[src/rtl/bram_port_arbiter_if.sv]
// Purpose: bundles requester command/response signals and RAM port A signals for bram_port_arbiter.
// Latency: n/a (signal bundle only).
// Backpressure: requesters hold req until ack; no other stall path.
// Ports (slave = arbiter side):
//   req/we/addr/wdata  requester commands, packed per requester
//   ack/rvalid/rdata   per-requester accept and read-return
//   mem_*              RAM port A (wren_a, address_a, data_a, q_a)
interface bram_port_arbiter_if #(
  parameter int NUM_REQ = 3,
  parameter int DATA_W  = 8,
  parameter int ADDR_W  = 10
);
  logic [NUM_REQ-1:0]        req;
  logic [NUM_REQ-1:0]        we;
  logic [NUM_REQ*ADDR_W-1:0] addr;
  logic [NUM_REQ*DATA_W-1:0] wdata;
  logic [NUM_REQ-1:0]        ack;
  logic [NUM_REQ-1:0]        rvalid;
  logic [DATA_W-1:0]         rdata;
  logic                      mem_wren;
  logic [ADDR_W-1:0]         mem_address;
  logic [DATA_W-1:0]         mem_data;
  logic [DATA_W-1:0]         mem_q;

  modport slave (
    input  req, we, addr, wdata, mem_q,
    output ack, rvalid, rdata, mem_wren, mem_address, mem_data
  );

  modport master (
    output req, we, addr, wdata, mem_q,
    input  ack, rvalid, rdata, mem_wren, mem_address, mem_data
  );
endinterface

[src/rtl/bram_port_arbiter.sv]
// Purpose: shares synchronous RAM port A among NUM_REQ requesters (round-robin or fixed priority).
// Latency: req sampled -> ack 1 edge; req sampled -> rvalid 2 edges (reads only).
// Backpressure: requesters hold req until ack; a just-acked requester is skipped for one edge.
// Ports:
//   clk_sys  system clock, rising edge
//   reset_n  async active-low reset (release expected synchronous to clk_sys)
//   bus      bram_port_arbiter_if.slave: requester commands/responses and RAM port A
module bram_port_arbiter #(
  parameter int NUM_REQ    = 3,
  parameter int DATA_W     = 8,
  parameter int ADDR_W     = 10,
  parameter int FIXED_PRIO = 0
) (
  input  logic                  clk_sys,
  input  logic                  reset_n,
  bram_port_arbiter_if.slave    bus
);

  localparam int PTR_W = (NUM_REQ > 1) ? $clog2(NUM_REQ) : 1;

  // Registered state
  logic [PTR_W-1:0]   r_rr_ptr;
  logic [NUM_REQ-1:0] r_ack;
  logic [NUM_REQ-1:0] r_rd_mask;   // read issued last edge; becomes rvalid next edge
  logic [NUM_REQ-1:0] r_rvalid;
  logic               r_mem_wren;
  logic [ADDR_W-1:0]  r_mem_address;
  logic [DATA_W-1:0]  r_mem_data;

  // Arbitration wires
  logic [NUM_REQ-1:0] w_elig;
  logic               w_found;
  logic [PTR_W-1:0]   w_win;
  logic [NUM_REQ-1:0] w_win_oh;
  logic               w_win_we;
  logic [ADDR_W-1:0]  w_win_addr;
  logic [DATA_W-1:0]  w_win_data;
  int                 w_idx;

  always_comb begin
    // The requester acked last edge still presents its old command, so mask it.
    w_elig  = bus.req & ~r_ack;
    w_found = 1'b0;
    w_win   = '0;
    w_idx   = 0;
    if (FIXED_PRIO != 0) begin
      // Descending scan: the last hit is the lowest eligible index.
      for (int i = NUM_REQ - 1; i >= 0; i--) begin
        if (w_elig[i]) begin
          w_found = 1'b1;
          w_win   = PTR_W'(i);
        end
      end
    end else begin
      // Scan offsets NUM_REQ..1 from rr_ptr; the last hit is the first one after rr_ptr.
      for (int i = NUM_REQ; i >= 1; i--) begin
        w_idx = int'(r_rr_ptr) + i;
        if (w_idx >= NUM_REQ) begin
          w_idx = w_idx - NUM_REQ;
        end
        if (w_elig[w_idx]) begin
          w_found = 1'b1;
          w_win   = PTR_W'(w_idx);
        end
      end
    end
  end

  always_comb begin
    w_win_oh        = '0;
    w_win_oh[w_win] = w_found;
    w_win_we        = bus.we[w_win];
    w_win_addr      = bus.addr[w_win*ADDR_W +: ADDR_W];
    w_win_data      = bus.wdata[w_win*DATA_W +: DATA_W];
  end

  always_ff @(posedge clk_sys or negedge reset_n) begin
    if (!reset_n) begin
      r_rr_ptr      <= PTR_W'(NUM_REQ - 1);
      r_ack         <= '0;
      r_rd_mask     <= '0;
      r_rvalid      <= '0;
      r_mem_wren    <= 1'b0;
      r_mem_address <= '0;
      r_mem_data    <= '0;
    end else begin
      r_ack     <= w_win_oh;
      r_rvalid  <= r_rd_mask;
      r_rd_mask <= (w_found && !w_win_we) ? w_win_oh : '0;
      r_mem_wren <= w_found & w_win_we;
      if (w_found) begin
        r_mem_address <= w_win_addr;
        r_mem_data    <= w_win_data;
        r_rr_ptr      <= w_win;
      end
    end
  end

  assign bus.ack         = r_ack;
  assign bus.rvalid      = r_rvalid;
  assign bus.mem_wren    = r_mem_wren;
  assign bus.mem_address = r_mem_address;
  assign bus.mem_data    = r_mem_data;
  // RAM output register already aligns q_a with rvalid.
  assign bus.rdata       = bus.mem_q;

endmodule

[src/flat_wrapper.sv]
// flat-port wrapper written by rule: the top's interface ports become plain ports
module bram_port_arbiter_flat 
#(
  parameter int NUM_REQ    = 3,
  parameter int DATA_W     = 8,
  parameter int ADDR_W     = 10,
  parameter int FIXED_PRIO = 0
)
  (clk_sys, reset_n, bus_req, bus_we, bus_addr, bus_wdata, bus_mem_q, bus_ack, bus_rvalid, bus_rdata, bus_mem_wren, bus_mem_address, bus_mem_data);
  bram_port_arbiter_if #(.NUM_REQ(NUM_REQ), .DATA_W(DATA_W), .ADDR_W(ADDR_W)) bus_i ();
  input  logic clk_sys;
  input  logic reset_n;
  input wire logic [$bits(bus_i.req)-1:0] bus_req;
  input wire logic [$bits(bus_i.we)-1:0] bus_we;
  input wire logic [$bits(bus_i.addr)-1:0] bus_addr;
  input wire logic [$bits(bus_i.wdata)-1:0] bus_wdata;
  input wire logic [$bits(bus_i.mem_q)-1:0] bus_mem_q;
  output wire logic [$bits(bus_i.ack)-1:0] bus_ack;
  output wire logic [$bits(bus_i.rvalid)-1:0] bus_rvalid;
  output wire logic [$bits(bus_i.rdata)-1:0] bus_rdata;
  output wire logic [$bits(bus_i.mem_wren)-1:0] bus_mem_wren;
  output wire logic [$bits(bus_i.mem_address)-1:0] bus_mem_address;
  output wire logic [$bits(bus_i.mem_data)-1:0] bus_mem_data;
  assign bus_i.req = bus_req;
  assign bus_i.we = bus_we;
  assign bus_i.addr = bus_addr;
  assign bus_i.wdata = bus_wdata;
  assign bus_i.mem_q = bus_mem_q;
  assign bus_ack = bus_i.ack;
  assign bus_rvalid = bus_i.rvalid;
  assign bus_rdata = bus_i.rdata;
  assign bus_mem_wren = bus_i.mem_wren;
  assign bus_mem_address = bus_i.mem_address;
  assign bus_mem_data = bus_i.mem_data;
  bram_port_arbiter #(.NUM_REQ(NUM_REQ), .DATA_W(DATA_W), .ADDR_W(ADDR_W), .FIXED_PRIO(FIXED_PRIO)) u_core (.clk_sys(clk_sys), .reset_n(reset_n), .bus(bus_i));
endmodule
[config.mk]
export PLATFORM = sky130hd
export DESIGN_NAME = bram_port_arbiter_flat
export DESIGN_NICKNAME = d
export VERILOG_FILES = /design/src/rtl/bram_port_arbiter_if.sv /design/src/rtl/bram_port_arbiter.sv /design/src/flat_wrapper.sv
export SDC_FILE = /design/constraint.sdc
export NUM_CORES = 1
export LEC_CHECK = 0
export ABC_CLOCK_PERIOD_IN_PS = 2000
export BUFFER_PORTS_ARGS = -buffer_cell sky130_fd_sc_hd__clkbuf_2
export CORE_UTILIZATION = 30
export CTS_CLUSTER_SIZE = 12
export DETAILED_ROUTE_END_ITERATION = 6
export GPL_ROUTABILITY_DRIVEN = 1
export PLACE_DENSITY = 0.66
export SYNTH_ARGS = -nofsm -noshare
export SYNTH_HDL_FRONTEND = slang
export SYNTH_SLANG_ARGS = --single-unit
export TNS_END_PERCENT = 5
[constraint.sdc]
create_clock -name clk_sys -period 2 [get_ports clk_sys]
set_input_delay 0.3 -clock clk_sys [delete_from_list [all_inputs] [get_ports clk_sys]]
set_output_delay 0.3 -clock clk_sys [all_outputs]
set_load 0.01 [all_outputs]
* After elaboration in Yosys (flattened, before gate mapping) *
Cells that the tools add are included.
Widths: inputs -> output; s select.

storage, ports and cells
  register bits after elaboration = 30
  bits of input ports = 70
  output and inout port bits = 33
  logic and storage cells = 54

cells by class
  add/subtract/negate cells = 6
  reduce and logical (&&, ||, !) cells = 3
  muxes and demuxes = 23
  bitwise logic cells = 4
  multiply operators = 1
  magnitude comparators = 8
  shift operators = 2

operator list
  kind                   number
  $ge 32x3->1 const B    3
  $lt 32x4->1 const B    3
  $mux 32                3
  $sub 32x3->32 const B  3
  $shiftx 30x7->10       1
  $shiftx 24x6->8        1
  $mux 1                 11
  $bmux 1 s2             4
  $add 2x2->3 const B    2
  $and 3x3->3            2
  $mux 2                 3
  $mul 2x3->5 const B    1
  $add 2x1->3 const B    1
  $lt 2x3->1 const B     1
  $mux 3                 1
  $not 3->3              1
  $demux 1 s2            1
  $ge 2x1->1 const B     1
  $logic_and 1x1->1      2
  $and 1x1->1            1
  $logic_not 1->1        1

* Logic depth before layout (Yosys ltp) *
Gate-level depths: netlist (run 1).

  depth in word-level cells = 15
  mapped depth = 10
  mapped depth without buffers = 7

* Least setup slack after synthesis (run 1) *
Ideal clock, no wire load.

  path kind = reg-to-reg
  start = reg u_core.r_rr_ptr[1]
  end = reg u_core.r_mem_address[2] (netlist: u_core.bus.mem_address[2])
  slack = -0.218 ns
  library setup time = 0.129 ns
  period minus slack after synthesis = 2.218 ns
  cell stages (with the launch flop) = 11
  data required time = 1.871 ns
  arrival = 2.089 ns
  buffers on the path = 3
  cells stage by stage = dfstp_2 inv_1 ha_1 buf_6 mux2i_2 a22oi_1 and4_1 buf_2 a21oi_2 buf_4 a21oi_1

on the way
  cells in the longest elaborated chain, start to end = 11
  elaborated cells on any way between the ends = 29
  classes of those cells = add/sub (6); mul (1); order compare (3); shift (1); mux (18)

RTL lines
  element                                              RTL line                                          RTL
  from (decl)                                          bram_port_arbiter.sv:22                           logic [PTR_W-1:0] r_rr_ptr;
  from (signal assigned)                               bram_port_arbiter.sv:79                           r_rr_ptr <= PTR_W'(NUM_REQ - 1);
  from (signal assigned)                               bram_port_arbiter.sv:94                           r_rr_ptr <= w_win;
  $add 2x2->3                                          bram_port_arbiter.sv:57                           w_idx = int'(r_rr_ptr) + i;
  $sub 32x3->32 / $ge 32x3->1 (equally long branches)  bram_port_arbiter.sv:59, bram_port_arbiter.sv:58
  $mux 32                                              bram_port_arbiter.sv:58                           if (w_idx >= NUM_REQ) begin
  $bmux 1 s2                                           bram_port_arbiter.sv:61                           if (w_elig[w_idx]) begin
  $mux 1 (not written as such) (2 in series)           bram_port_arbiter.sv:61
  $mux 2 (3 in series)                                 bram_port_arbiter.sv:61
  $mul 2x3->5                                          bram_port_arbiter.sv:73                           w_win_addr = bus.addr[w_win*ADDR_W +: ADDR_W];
  $shiftx 30x7->10                                     bram_port_arbiter.sv:73
  to (signal assigned)                                 bram_port_arbiter.sv:92                           r_mem_address <= w_win_addr;
  to (decl)                                            bram_port_arbiter.sv:27                           logic [ADDR_W-1:0] r_mem_address;

Several ways; a longest one is shown, not always the timed one. The select of a mux whose other input is x is not followed.
A chain may end at the register's enable or synchronous reset.

* Final worst setup path (run 1) *
  start = reg u_core.r_rr_ptr[1]
  end = reg u_core.r_mem_address[3] (netlist: u_core.bus.mem_address[3])

Same word-level chain as after synthesis.

==> flow_summary.ini, run 1 <==
[grt]
grt_overflow = 0
grt_pass1_wl_um = 7003
grt_pass1_vias = 1512
grtUsageTotal_pct = 16.49
antenna_found_initial = 0
grt_max_degree = 31

[finish]
final_common_cell = clkbuf_2
final_nets = 330
drive_gt1_share_pct = 67.05
syn_to_final_growth_pct = 72.78
post-route-util_pct = 54.50
final_cell_mix = clkbuf_2 (86), dfrtp_1 (29), buf_4 (19)
n_antenna_cell = 0

[power]
cellPowerDensity_nw_per_um2 = 2131
p_leak_nw = 1.306
vdd_drop_max_v = 0.001307
power.total_mw = 6.006

[placement]
portBuffers = 86
place_congestion = 0.8483
dp_hpwl_um = 3457

[floorplan]
num_io_pins = 103
rows = 26
core_um2 = 5172
die_h_um = 75.75
start_util_pct = 31.54
dieArea_um2 = 5737
fp.dieW_um = 75.75

[logic_synthesis]
seq_area_frac_synth_pct = 46.09
ys_warn_count = 0
synth_nets = 218
synthTopCellsByArea = dfrtp_1 (44%), mux2i_1 (10%), o32ai_1 (7.5%)
yosysUniqueCellTypes = 37
syn_area_per_cell_um2 = 11.25
synth_top_area_cell = dfrtp_1
yosysTopAreaCellShare_pct = 44.48
synthesis.area_um2 = 1632
synthesis.instances = 145
ys_seq_elements = 30

[worst_hold_path]
hold_path_class = in -> async

[status]
status = finished, violations left
violations = setup timing

[drt]
wl_per_cell_um = 15.14
drc = 0
ant_nets = 0
num_vias = 1620
viasPerCell = 4.939
wl_um = 4967
drtPass1Iterations = 5
drtIter0Drc = 50

[sta]
skew_ns = 0.007196
period_share_pct = 108.0
rsz0062_at_grt = yes
setup_violations = 23
period_needed_ns = 2.159
worst_pin_slew_ns = 0.7347
totalNegativeSetupSlack_ns = -2.902
hold_viol = 0
slew_viol_final = 0
max_freq_mhz = 463.1
slew_headroom_pct = 51.02
worst_slack_ns = -0.1592

[cts]
h-tree-depth = 2
worstSkewPairLatency_ns = 0.28
cts_buffer_depth = 2
cts_tree = yes
cts-root-buf = clkbuf_8
cts_sinks = 30
cts_buffers = 5
path_clk_slew_ns = 0.07

[worst_setup_path]
startpoint_type = flop
crit_path_max_fanout = 7
cp-end-kind = flop
rr_worst_depth = 8
critPathArrivalTime_ns = 2.31
worstSetupPathType = reg -> reg
crit_required_ns = 2.15

[flow_run]
maxCapViolCount = 0
Yosys cell counts (all sizes together):
cell type  count
nor2b          4
nand4          1
dfrtp         29
buf           16
dfstp          1
and4           1
a41o           1
and4bb         1
o221ai         1
mux2i         18
a32oi          3
and2           1
nor2           3
o311ai         3
nor3           2
inv            8
a31oi          4
o21ai          2
a211oi         1
clkbuf         1
nand2          5
a21oi         15
or2            1
a21o           1
ha             3
a31o           1
o32ai         14
nor4b          1
a22oi          1
o21bai         1
and4b          1
repair_timing:
action / in CTS / in global routing
setup buffers: 9 / 2
hold buffers: 0 / 0
pin swaps: 8 / 10
gates cloned: 0 / 1
endpoints found under the setup margin: 23 / 27
gates resized for setup: 10 / 36
layout make-up:
type | instances | area (µm²)
Clock buffer | 6 | 82.58
Clock inverter | 2 | 12.51
Fill cell | 456 | 2354
Inverter | 8 | 30.03
Multi-Input combinational cell | 90 | 1042
Sequential cell | 30 | 752.0
Tap cell | 70 | 87.58
Timing Repair Buffer | 122 | 812.0
state kept, by name, summed over array words and instances (netlist names):
signal / cells
u_core.bus.mem_address: 10
u_core.r_rr_ptr: 2
u_core.bus.ack: 3
u_core.bus.mem_data: 8
u_core.bus.rvalid: 3
u_core.r_rd_mask: 3
u_core.bus.mem_wren: 1
through the flow:
stage | std cells | hold slack [ns] | setup WS [ns] | instance area (µm²)
after CTS | 325 | 0.08973 | -0.1237 | 2567
after floorplan | 145 | 0.004409 | -0.1222 | 1780
after global routing | 328 | 0.1226 | -0.2662 | 2819
final | 328 | 0.06150 | -0.1592 | 2819
after global placement | 308 | 0.3326 | -0.1277 | 2346
after detailed placement | 308 | 0.3434 | -0.1913 | 2346
final timing paths:
kind                                                start                                     to  slack [ns]
setup reg to reg           u_core.r_rr_ptr[1]$_DFFE_PN1P_  u_core.bus.mem_address[3]$_DFFE_PN0P_       -0.16
max in group asynchronous                         reset_n            u_core.bus.ack[2]$_DFF_PN0_        1.46
hold reg to reg             u_core.r_rd_mask[2]$_DFF_PN0_         u_core.bus.rvalid[2]$_DFF_PN0_        0.35
hold / removal                                    reset_n  u_core.bus.mem_address[5]$_DFFE_PN0P_        0.06
setup / recovery           u_core.r_rr_ptr[1]$_DFFE_PN1P_  u_core.bus.mem_address[3]$_DFFE_PN0P_       -0.16
min in group clk_sys                            bus_we[1]          u_core.r_rd_mask[1]$_DFF_PN0_        0.21
power breakdown:
part,switching [mW],internal (mW),total (mW)
Clock,0.230,0.276,0.505
Combinational,2.10,2.27,4.36
Sequential,0.206,0.930,1.14
Total,2.53,3.48,6.01
worst max-delay path, cell delays in order (launching register included):
cell      delay (ns)
dfstp_2         0.54
inv_2           0.06
ha_4            0.30
buf_6           0.11
mux2i_4         0.23
buf_6           0.14
a31oi_4         0.16
o21ai_4         0.35
o311ai_2        0.13
routing by layer:
metal,part of all wire [%],GRT usage [%],up-vias,wire length [µm]
li1,-,-,774,-
met1,42,21.61,784,2100
met2,52,26.94,55,2583
met3,4.6,3.968,7,227
met4,1.1,4.938,0,55
met5,0,0,-,0
kinds of logic (layout without fill, tap and decap cells):
logic type,count (synthesis),count (layout),share of synthesized area [%]
buffers and inverters,25,138,10.12
muxes,18,18,11.27
DFF,30,30,46.09
and+or+nand+nor,21,21,7.823
adders and majority gates,3,3,2.301
AOI/OAI and AO/OA,48,48,22.40
No activity file was read; power rests on OpenSTA's default activity.
==> run 2, diff against run 1 <==
--- a/config.mk
+++ b/config.mk
@@ -7,11 +7,13 @@
 export LEC_CHECK = 0
 export ABC_CLOCK_PERIOD_IN_PS = 2000
 export BUFFER_PORTS_ARGS = -buffer_cell sky130_fd_sc_hd__clkbuf_2
+export CORE_ASPECT_RATIO = 0.8
 export CORE_UTILIZATION = 30
 export CTS_CLUSTER_SIZE = 12
 export DETAILED_ROUTE_END_ITERATION = 6
 export GPL_ROUTABILITY_DRIVEN = 1
 export PLACE_DENSITY = 0.66
+export REMOVE_ABC_BUFFERS = 1
 export SYNTH_ARGS = -nofsm -noshare
 export SYNTH_HDL_FRONTEND = slang
 export SYNTH_SLANG_ARGS = --single-unit
==> flow_summary.ini, run 2 (synthesized netlist as in run 1, its figures left out) <==
[finish]
post-route-util_pct = 51.29
n_antenna_cell = 0
fillers = 452
final_nets = 326
drive_gt1_share_pct = 64.17
final_common_cell = clkbuf_2
syn_to_final_growth_pct = 61.04
fin_cells = 316
largest_reg_flops = 10
final_cell_mix = clkbuf_2 (86), dfrtp_1 (29), buf_4 (18)

[drt]
drtPass1Iterations = 7
ant_nets = 0
drc = 4
wl_per_cell_um = 15.57
num_vias = 1592
viasPerCell = 5.038
drtIter0Drc = 83
wl_um = 4920

[placement]
placed_cells = 301
dp_hpwl_um = 3353
place_congestion = 0.8451
portBuffers = 86

[floorplan]
start_util_pct = 31.85
core_um2 = 5122
rows = 23
die_h_um = 67.96
dieArea_um2 = 5739
fp.dieW_um = 84.45
num_io_pins = 103

[grt]
antenna_found_initial = 0
grt_overflow = 0
grt_max_degree = 31
grt_pass1_vias = 1603
grt_pass1_wl_um = 7679
grtUsageTotal_pct = 17.60

[sta]
period_needed_ns = 2.139
hold_viol = 0
skew_ns = 0.003922
max_freq_mhz = 467.6
period_share_pct = 106.9
totalNegativeSetupSlack_ns = -1.745
worst_slack_ns = -0.1386
slew_viol_final = 0
slew_headroom_pct = 50.39
rsz0062_at_grt = yes
worst_pin_slew_ns = 0.7442
setup_violations = 22

[cts]
postCtsHoldBufs = 0
cts_tree = yes
cts_sinks = 30
cts-root-buf = clkbuf_8
cts_buffers = 5
cts_buffer_depth = 2
worstSkewPairLatency_ns = 0.28
path_clk_slew_ns = 0.06
h-tree-depth = 2

[worst_setup_path]
crit_path_max_fanout = 6
worstSetupPathType = reg -> reg
startpoint_type = flop
critPathArrivalTime_ns = 2.32
r2r_setup_slack_ns = -0.14
r2r_end = u_core.bus.mem_data[5]$_DFFE_PN0P_
cp-end-kind = flop
rr_worst_depth = 10
crit_required_ns = 2.18
r2r_start = u_core.r_rr_ptr[1]$_DFFE_PN1P_

[power]
cellPowerDensity_nw_per_um2 = 2096
power.total_mw = 5.508
vdd_drop_max_v = 0.0008109
p_leak_nw = 1.237

[worst_hold_path]
hold_path_class = in -> async

[status]
status = finished, violations left
violations = DRC, setup timing

[flow_run]
maxCapViolCount = 0
==> run 2: cell count changes in the layout (fill, tap and decap cells not counted), moves of 3 or more <==
cell / before / now
buf_12: 3 / 0
mux2i_1: 14 / 10
mux2i_2: 3 / 7
o32ai_1: 0 / 7
o32ai_2: 9 / 6
o32ai_4: 5 / 1
==> run 2: metal layers <==
layer  up-vias  share of wire [%]  GRT usage, %
met1       753                 46         21.92
li1        759                  -             -
met3         6                5.8         4.704
met5         -                  0             0
met4         0               0.85         5.085
met2        74                 47         30.64
==> run 2: worst max path at each step <==
stage                                   start                                    end  slack [ns]  cells after the start
6_report       u_core.r_rr_ptr[1]$_DFFE_PN1P_     u_core.bus.mem_data[5]$_DFFE_PN0P_       -0.14                     10
3_5_place_dp   u_core.r_rr_ptr[1]$_DFFE_PN1P_  u_core.bus.mem_address[7]$_DFFE_PN0P_       -0.33                      9
3_3_place_gp   u_core.r_rr_ptr[1]$_DFFE_PN1P_     u_core.bus.mem_data[7]$_DFFE_PN0P_       -0.23                      9
4_1_cts        u_core.r_rr_ptr[1]$_DFFE_PN1P_  u_core.bus.mem_address[1]$_DFFE_PN0P_       -0.12                      9
2_1_floorplan  u_core.r_rr_ptr[1]$_DFFE_PN1P_  u_core.bus.mem_address[1]$_DFFE_PN0P_       -0.73                      7
5_1_grt        u_core.r_rr_ptr[1]$_DFFE_PN1P_     u_core.bus.mem_data[5]$_DFFE_PN0P_       -0.21                     10
==> run 2: worst max-delay path: stages, from the launching register on <==
cell and delay (ns):
dfstp_2 0.54, inv_2 0.05, ha_4 0.29, buf_6 0.12, mux2i_4 0.27, a22oi_2 0.08
nand4_1 0.12, buf_6 0.13, o21ai_2 0.05, buf_6 0.14, o311ai_4 0.24
==> run 2: final cells by class <==
type,count,area (µm²),share of cell area (%)
multi-input cells,90,942.2,35.86
flip-flops and latches,30,752.0,28.62
repair buffers,118,734.5,27.95
clock buffers,7,86.33,3.286
well taps,62,77.57,2.952
inverters,8,30.03,1.143
clock inverters,1,5.005,0.1905
==> run 2: timing repair <==
| item | 4_1_cts | 5_1_grt |
|---|---|---|
| gates cloned | 3 | 0 |
| gates resized for setup | 30 | 30 |
| buffers inserted | 2 | 3 |
| pin swaps | 9 | 16 |
| setup endpoints to repair | 26 | 25 |
==> run 2: power by group <==
part	total [mW]	switching [mW]	internal [mW]	leakage, nW
registers	1.10	0.166	0.930	0.360
clock network	0.496	0.219	0.277	0.0482
logic	3.92	1.94	1.98	0.829
==> run 2: stage by stage <==
stage	instance area [µm²]	worst slack (ns)	hold WS, ns
final	2628	-0.1386	0.08201
after global routing	2628	-0.2063	0.1500
after CTS	2470	-0.1248	0.1113
after detailed placement	2192	-0.3282	0.3355
after global placement	2192	-0.2336	0.3335
after floorplan	1496	-0.7284	0.004409
==> run 3, diff against run 2 <==
--- a/config.mk
+++ b/config.mk
@@ -5,14 +5,15 @@
 export SDC_FILE = /design/constraint.sdc
 export NUM_CORES = 1
 export LEC_CHECK = 0
-export ABC_CLOCK_PERIOD_IN_PS = 2000
+export ABC_CLOCK_PERIOD_IN_PS = 2200
 export BUFFER_PORTS_ARGS = -buffer_cell sky130_fd_sc_hd__clkbuf_2
 export CORE_ASPECT_RATIO = 0.8
-export CORE_UTILIZATION = 30
+export CORE_UTILIZATION = 42
 export CTS_CLUSTER_SIZE = 12
 export DETAILED_ROUTE_END_ITERATION = 6
 export GPL_ROUTABILITY_DRIVEN = 1
-export PLACE_DENSITY = 0.66
+export PLACE_DENSITY = 0.83
+export RECOVER_POWER = 100
 export REMOVE_ABC_BUFFERS = 1
 export SYNTH_ARGS = -nofsm -noshare
 export SYNTH_HDL_FRONTEND = slang
==> constraint.sdc (replaced) <==
create_clock -name clk_sys -period 2.2 [get_ports clk_sys]
set_input_delay 0.33 -clock clk_sys [delete_from_list [all_inputs] [get_ports clk_sys]]
set_output_delay 0.33 -clock clk_sys [all_outputs]
set_load 0.01 [all_outputs]
==> flow_summary.ini, run 3 (synthesized netlist as in run 1, its figures left out) <==
[sta]
worst_pin_slew_ns = 1.603
slew_headroom_pct = -6.899
rsz0062_at_grt = yes
period_needed_ns = 2.278
hold_viol = 0
worst_slack_ns = -0.07758
slew_viol_final = 31
max_freq_mhz = 439.1
period_share_pct = 103.5
setup_violations = 3
totalNegativeSetupSlack_ns = -0.08811
skew_ns = 0.007197

[finish]
final_common_cell = clkbuf_2
syn_to_final_growth_pct = 50.77
fin_area_um2 = 2460
final_nets = 326
fin_cells = 296
final_cell_mix = clkbuf_2 (60), dfrtp_1 (29), clkbuf_1 (27)
n_antenna_cell = 0
largest_reg_flops = 10
drive_gt1_share_pct = 49.61

[grt]
grtUsageTotal_pct = 24.72
grt_pass1_wl_um = 7728
grt_pass1_vias = 1671
grt_overflow = 0
antenna_found_initial = 0
grt_max_degree = 31

[drt]
drtIter0Drc = 160
ant_nets = 0
viasPerCell = 5.666
wl_um = 5107
drc = 0
wl_per_cell_um = 17.25
num_vias = 1677
drtPass1Iterations = 4

[cts]
cts_sinks = 30
cts_buffers = 5
cts_buffer_depth = 2
worstSkewPairLatency_ns = 0.28
h-tree-depth = 2
postCtsHoldBufs = 0
cts_tree = yes
cts-root-buf = clkbuf_8
path_clk_slew_ns = 0.07

[placement]
portBuffers = 86
place_congestion = 0.9018
pre_cts_slack_ns = -0.3675
dp_hpwl_um = 3398
placed_area_um2 = 2165
placed_cells = 279

[worst_setup_path]
cpPeakStageDelay_ns = 0.54
cp_slowest_cell = dfstp_2
startpoint_type = flop
worstSetupPathType = reg -> reg
path_cells = inv_2, ha_4, buf_6, nor2_1, a22oi_1, and4_1, buf_4, a32oi_1, o311ai_2
crit_path_max_fanout = 6
cp-end-kind = flop
crit_required_ns = 2.34
cpLargestDelayFamily = flip-flops
critPathArrivalTime_ns = 2.42
critPathBufInv = 3

[power]
p_leak_nw = 1.134
vdd_drop_max_v = 0.0008306
power.total_mw = 4.578
cellPowerDensity_nw_per_um2 = 1861

[floorplan]
fp.dieW_um = 71.69
start_util_pct = 45.75
rows = 19
num_io_pins = 103
die_h_um = 57.75
dieArea_um2 = 4139
core_um2 = 3566

[flow_run]
maxCapViolCount = 1

[worst_hold_path]
hold_path_class = in -> reg

[status]
violations = capacitance limit, slew limit, setup timing
status = finished, violations left
-- run 3: power breakdown --
group	internal, mW	leakage [nW]	switching (mW)	total, mW
logic	1.46	0.726	1.66	3.13
registers	0.846	0.360	0.149	0.994
clock network	0.252	0.0482	0.204	0.456
-- run 3: worst paths after layout --
kind / from / end / slack, ns / cells past startpoint
max: u_core.r_rr_ptr[1]$_DFFE_PN1P_ / u_core.bus.mem_data[5]$_DFFE_PN0P_ / -0.08 / 9
min: bus_we[2] / u_core.r_rd_mask[2]$_DFF_PN0_ / 0.24 / 2
max reg2reg: u_core.r_rr_ptr[1]$_DFFE_PN1P_ / u_core.bus.mem_data[5]$_DFFE_PN0P_ / -0.08 / 9
min reg2reg: u_core.r_rd_mask[1]$_DFF_PN0_ / u_core.bus.rvalid[1]$_DFF_PN0_ / 0.35 / 0
max in group asynchronous: reset_n / u_core.bus.mem_address[6]$_DFFE_PN0P_ / 0.82 / 1
min in group asynchronous: reset_n / u_core.bus.ack[2]$_DFF_PN0_ / 0.45 / 1
-- run 3: metal layers --
layer	track usage (%)	share of wire (%)
met1	29.94	42
met2	42.72	50
met3	6.087	6.3
met4	9.804	1.6
met5	0	0
-- run 3: timing repair --
action	4_1_cts	5_1_grt
resized for setup	14	24
pin swaps	4	10
cloned	2	1
setup endpoints to repair	23	21
buffers inserted	3	5
-- run 3: stage by stage --
stage	utilization, %	hold WS, ns
finish	68.98	0.2397
floorplan	-	0.03441
global placement	60.70	0.3323
global route	68.98	0.2268
CTS	66.14	0.1222
detailed placement	60.70	0.3364
-- run 3: final cells by class --
cell class	count	area, µm²
inverter	8	30.03
clock inverter	1	5.005
fill	277	1106
multi-input combinational	90	858.3
sequential	30	752.0
clock buffer	7	86.33
tap	42	52.55
timing repair buffer	118	675.6
